<file path="src/rtl/read_empty_level.sv">
// Read-domain control for the async FIFO: write-pointer synchroniser, read pointer
// (binary + Gray), registered empty / almost-empty / level and a sticky underflow flag.
module read_empty_level #(
  parameter int unsigned ADDR_W      = 4,
  parameter int unsigned SYNC_STAGES = 2,
  parameter int unsigned AE_THRESH   = 2
) (
  input  logic              r_clk,
  input  logic              r_rst,
  input  logic              r_en,
  input  logic [ADDR_W:0]   write_addr_gray,
  input  logic              clr_err,
  output logic [ADDR_W-1:0] read_addr,
  output logic [ADDR_W:0]   read_addr_gray,
  output logic              read_fire,
  output logic              flag_empty,
  output logic              flag_almost_empty,
  output logic [ADDR_W:0]   read_level,
  output logic              err_underflow
);

  localparam int unsigned PW = ADDR_W + 1;
  localparam logic [PW-1:0] AeThresh = PW'(AE_THRESH);

  logic [PW-1:0] sync_q [SYNC_STAGES];
  logic [PW-1:0] wsync;
  logic [PW-1:0] wbin;
  logic [PW-1:0] rbin_q;
  logic [PW-1:0] rbin_next;
  logic [PW-1:0] rgray_next;
  logic [PW-1:0] lvl_next;
  logic [PW-1:0] rgray_q;
  logic [PW-1:0] level_q;
  logic          empty_q;
  logic          almost_empty_q;
  logic          err_q;

  assign wsync = sync_q[SYNC_STAGES-1];

  // Gray-to-binary: each binary bit is the XOR of all Gray bits at or above it.
  always_comb begin
    wbin = '0;
    for (int i = 0; i < int'(PW); i++) begin
      wbin[i] = ^(wsync >> i);
    end
  end

  // No pop is accepted while reset is being applied.
  assign read_fire  = r_en & ~empty_q & ~r_rst;
  assign rbin_next  = rbin_q + {{ADDR_W{1'b0}}, read_fire};
  assign rgray_next = rbin_next ^ (rbin_next >> 1);
  // Level uses the synchronised (stale) write pointer, so it can only understate.
  assign lvl_next   = wbin - rbin_next;

  always_ff @(posedge r_clk) begin
    if (r_rst) begin
      for (int i = 0; i < int'(SYNC_STAGES); i++) begin
        sync_q[i] <= '0;
      end
      rbin_q         <= '0;
      rgray_q        <= '0;
      level_q        <= '0;
      empty_q        <= 1'b1;
      almost_empty_q <= 1'b1;
      err_q          <= 1'b0;
    end else begin
      sync_q[0] <= write_addr_gray;
      for (int i = 1; i < int'(SYNC_STAGES); i++) begin
        sync_q[i] <= sync_q[i-1];
      end
      rbin_q         <= rbin_next;
      rgray_q        <= rgray_next;
      level_q        <= lvl_next;
      empty_q        <= (rgray_next == wsync);
      almost_empty_q <= (lvl_next <= AeThresh);
      // Set has priority over clear.
      if (r_en && empty_q) begin
        err_q <= 1'b1;
      end else if (clr_err) begin
        err_q <= 1'b0;
      end
    end
  end

  assign read_addr         = rbin_q[ADDR_W-1:0];
  assign read_addr_gray    = rgray_q;
  assign flag_empty        = empty_q;
  assign flag_almost_empty = almost_empty_q;
  assign read_level        = level_q;
  assign err_underflow     = err_q;

endmodule

</file>
<file path="config.mk">
export PLATFORM = sky130hd
export DESIGN_NAME = read_empty_level
export DESIGN_NICKNAME = d
export VERILOG_FILES = /design/src/rtl/read_empty_level.sv
export SDC_FILE = /design/constraint.sdc
export NUM_CORES = 1
export LEC_CHECK = 0
export CAP_MARGIN = 10
export CORE_MARGIN = 4
export CORE_UTILIZATION = 35
export CTS_BUF_LIST = sky130_fd_sc_hd__clkbuf_8
export DETAILED_ROUTE_END_ITERATION = 12
export SYNTH_ARGS = -nofsm -noshare
export SYNTH_HDL_FRONTEND = slang
export SYNTH_SLANG_ARGS = --single-unit
</file>
<file path="constraint.sdc">
create_clock -name r_clk -period 2.7 [get_ports r_clk]
set_input_delay 0.54 -clock r_clk [delete_from_list [all_inputs] [get_ports r_clk]]
set_output_delay 0.54 -clock r_clk [all_outputs]
set_load 0.01 [all_outputs]
</file>
# == Word-level counts from Yosys, hierarchy flattened ==
# Memory sizes are Yosys's and may differ from the RTL's.
# Index checks and enable logic that the tools add are counted.
# op_classes
n_addsub,2
multipliers,0
div,0
n_lt_le_gt_ge,1
n_eq_ne,1
shift,0
n_mux,7
n_bitwise,7
n_reduce_logical,7
# op_table
cell,n
5-bit XOR reduction,5
5-bit 2-to-1 mux,2
5-bit by 1-bit adder with 5-bit output,1
5-bit == test,1
"5-bit by 2-bit less-or-equal comparator with 1-bit output, second input constant",1
1-bit 2-to-1 mux,5
5-bit subtractor,1
5-bit by 4-bit XOR with 5-bit output,1
1-bit bitwise AND,2
1-bit inverter,2
1-bit OR,2
2-bit nonzero test,1
1-bit logical AND,1
# word_totals
reg_bits,18
latch_bits,0
mem_bits_rw,10
romBits,0
out_inout_bits,18
elab_cells,32
n_memories,1
# memory_table
name,words,word_bits,rd,rd_ports_with_merged_regs,write_ports,line,rtl
sync_q,2,5,2,0,2,25,logic [PW-1:0] sync_q [SYNC_STAGES];

# == Depth between registers and ports, before layout ==
# depth
ltp_word,6
ltp_mapped,13
ltp_nobuf,11

# == Worst setup path before layout ==
# Ideal clock, no wire load.
# synth_timing
path_type,input port to flip-flop
start,in r_rst
end,reg almost_empty_q (netlist: flag_almost_empty)
setup_time_ns,0.073
arrival_ns,2.864
slack_ns,-0.237
stages,13
path_buffers,2
cell_sequence,clkbuf_8 clkbuf_2 nor3b_1 ha_1 ha_1 inv_1 xnor2_1 ha_1 inv_1 o211ai_1 a221oi_2 o32ai_2 nor3_2
# synth_via
elab_chain_cells,5
# synth_lines
element,line,rtl
from (decl),9,"input logic r_rst,"
1-bit inverter,49,assign read_fire = r_en & ~empty_q & ~r_rst;
1-bit bitwise AND,49,
net read_fire,15,"output logic read_fire,"
5-bit by 1-bit adder with 5-bit output,50,"assign rbin_next = rbin_q + {{ADDR_W{1'b0}}, read_fire};"
net rbin_next[1],29,logic [PW-1:0] rbin_next;
5-bit subtractor,53,assign lvl_next = wbin - rbin_next;
5-bit by 2-bit less-or-equal comparator with 1-bit output,75,almost_empty_q <= (lvl_next <= AeThresh);
to (signal assigned),75,
to (decl),35,logic almost_empty_q;
# The timed path passes the listed nets, and every way through them passes these cells.
# A chain may end at the register's enable or synchronous reset.

# == Worst setup path in the final report ==
# layout_timing
start,in r_en
end,reg almost_empty_q (netlist: flag_almost_empty)
# layout_via
elab_chain_cells,5
# layout_lines
element,line,rtl
from (decl),10,"input logic r_en,"
1-bit bitwise AND (2 in a row),49,
5-bit by 1-bit adder with 5-bit output,50,
5-bit subtractor,53,
5-bit by 2-bit less-or-equal comparator with 1-bit output,75,
# No other way between the ends.

==> metrics.cfg <==
[power_and_ir_drop]
leakagePower_nw=0.7004
pwr-share-comb_pct=24.0
p_per_area_nw_per_um2=492.4
switching_power_w=0.0002206
seq_power_share_pct=50.6
power_frac_clock_pct=25.3
finalPower_w=0.0008687
swShare_pct=25.39
internal-power_w=0.0006481
ir_drop_mv=0.2595

[finish]
antenna_cells=0
nets=183
drive_gt1_share_pct=19.64
stdcell_count=214
area_delta_synth_final_pct=35.06

[worst_hold_path]
min_delay_path_depth=1
min_path_type=reg2reg

[grt]
grt_pass1_vias=983
grt_pass1_wl_um=4278
grt_max_degree=29
grt-ovfl-total=0
antenna_found_initial=0
grt_usage_pct=11.07

[timing]
whs_ps=442.7
fmax_mhz=382.9
setup_violations=0
min_period_ps=2611
fin_setup_tns_ps=0
finalWorstSetupSlack_ps=88.53
rsz0062_at_grt=true
maxSlewHeadroom_pct=74.51
clock_skew_ps=1.708
timing.final.crit_share_pct=96.72
timing_hold_violations_final=0
worst_slew_pin_slew_ps=382.0
slew_viol_final=0

[clocking]
clock_path_buffers=2
cts_tree=yes
clkLatencyLatePin_ps=270
cts_inserted_buffers=3
cts.sinks=27
cts_hold_buf=0
path_clk_slew_ps=80
root_buffer=clkbuf_8
h-tree-depth=1

[logic_synthesis]
synth_edf_count=0
synthFlopType=dfxtp_1
async_flop_share_pct=0
synth_cells=128
syn_area_per_cell_um2=10.21
synth_seq_cells=27
yosys_warnings=0
syn-cell-area_um2=1306
netlist-cell-type-count=38
yosysSeqAreaShare_pct=41.38
synth_fp_nets=142

[placement]
portBuffers=26
numPlacedInstances=210
dp_hpwl_um=1927
dp_slack_ps=-259.0
place_congestion=0.8260

[route]
viasPerCell=4.650
ant_nets=0
drt-pass1-iter-count=2
drc=0
wl_per_cell_um=11.41
num_vias=995
routed_wirelength_um=2442
drt_iter0_drc=28

[worst_setup_path]
cp_max_fo=5
cpPeakStageDelay_ps=480
critical_path.most_common_cell=ha_1
crit_type=in2reg
critPathLaunchType=input pin
end_kind=flip-flop
crit_required_ps=2910
arrival_ps=2820
path_cells=clkdlybuf4s50_1, nor3b_4, ha_1, ha_2, xnor2_4, ha_1, a31oi_1, o21ai_1, xnor2_1, nor2_1, nor3_2
r2r_cells=11
cpMaxStageDelayCell=clkdlybuf4s50_1

[run]
maxCapViolations=0

[floorplanning]
die_h_um=69.09
ios=27
dieArea_um2=4773
start_util_pct=37.66
core_area_um2=3468
dieWidth_um=69.09
placementRows=21

[run_status]
status=finished, final reports clean

==> cell usage after synthesis (2+ instances only) <==
library cell	count	area (um^2)
a211oi_1	2	15.01
a21oi_1	6	30.03
a31oi_1	2	12.51
dfxtp_1	27	540.5
ha_1	5	62.56
inv_1	4	15.01
nand2_1	5	18.77
nand3_1	6	30.03
nor2_1	12	45.04
nor2b_1	13	81.33
o211ai_1	2	15.01
xnor2_1	13	113.9
xnor2_2	2	32.53
xnor2_4	2	55.05
xor2_1	4	35.03
==> power by group through the flow <==
stage	logic, W	clock network (W)	registers (W)
3_5_place_dp	0.000212	0	0.000450
4_1_cts	0.000213	0.000231	0.000441
3_3_place_gp	0.000210	0	0.000449
2_1_floorplan	0.000116	0	0.000457
5_1_grt	0.000229	0.000250	0.000444
6_report	0.000209	0.000220	0.000440
==> placed cells by master, fill, tap and decap left out, drive strengths merged <==
cell and count:
o211ai 2, dlymetal6s2s 1, a211o 1, xnor2 17, a211oi 2, o21bai 1
a21oi 6, nor2b 13, dfxtp 27, mux2i 1, o32ai 1, clkdlybuf4s50 25
nor3b 1, a31oi 2, inv 5, nor2 12, ha 5, and2 1
nand2 5, clkbuf 3, xor2 5, buf 15, o211a 1, and3 1
nand3 6, or2b 1, a221oi 1, nor3 2, a21o 1, nand2b 1
o21ai 3
==> path summary, 6_finish.rpt <==
kind / from / endpoint / slack (ps)
worst min register to register: sync_q[0][4] / sync_q[0][9] / 440
worst min-delay path: sync_q[0][4] / sync_q[0][9] / 440
worst max register to register: sync_q[0][9] / flag_almost_empty / 390
worst max-delay path: r_en / flag_almost_empty / 90
==> per-layer routing <==
| metal | track usage (%) | routed length (um) |
|---|---|---|
| met5 | 0 | 0 |
| met3 | 3.052 | 110 |
| met1 | 12.91 | 1076 |
| met2 | 18.64 | 1211 |
| met4 | 5.206 | 43 |
==> cell families (layout without fill, tap and decap cells) <==
family | count (synthesis) | after routing | share of synthesized area (%)
adder cells (fa/ha/maj) | 5 | 5 | 4.789
buffers and inverters | 9 | 49 | 4.309
AO/OA/AOI/OAI | 21 | 21 | 12.07
flip-flops | 27 | 27 | 41.38
multiplexers | 1 | 1 | 0.7663
XOR/XNOR | 22 | 22 | 19.35
AND/OR/NAND/NOR | 43 | 43 | 17.34
==> layout make-up <==
cell class	instances	area, um^2
Clock buffer	3	41.29
Sequential cell	27	540.5
Multi-Input combinational cell	92	730.7
Timing Repair Buffer	41	375.4
Inverter	4	15.01
Fill cell	357	1704
Tap cell	46	57.56
Clock inverter	1	3.754
==> critical path, delay by kind of cell <==
| family | cells | cell delay (ps) |
|---|---|---|
| AOI/OAI and AO/OA | 2 | 290 |
| buffers and inverters | 1 | 480 |
| and+or+nand+nor | 3 | 450 |
| adders and majority gates | 3 | 720 |
| xor gates and xnor gates | 2 | 330 |
==> per-stage QoR <==
step / util (%) / cell area (um^2)
after CTS: 50.58 / 1754
after global placement: 49.28 / 1709
after detailed placement: 49.28 / 1709
after global routing: 50.87 / 1764
after floorplan: - / 1320
final: 50.87 / 1764
==> state kept, by name, indices dropped and copies added, names as in the netlist <==
name               cells
sync_q                10
rbin_q                 5
read_level             5
read_addr_gray         4
err_underflow          1
flag_almost_empty      1
flag_empty             1
==> timing repair <==
| action | 4_1_cts | 5_1_grt |
|---|---|---|
| buffers inserted | 0 | 0 |
| resized for setup | 0 | 2 |
| endpoints found under the setup margin | 0 | 2 |
| endpoints found under the hold margin | 0 | 0 |
No activity file was read; power rests on OpenSTA's default activity.
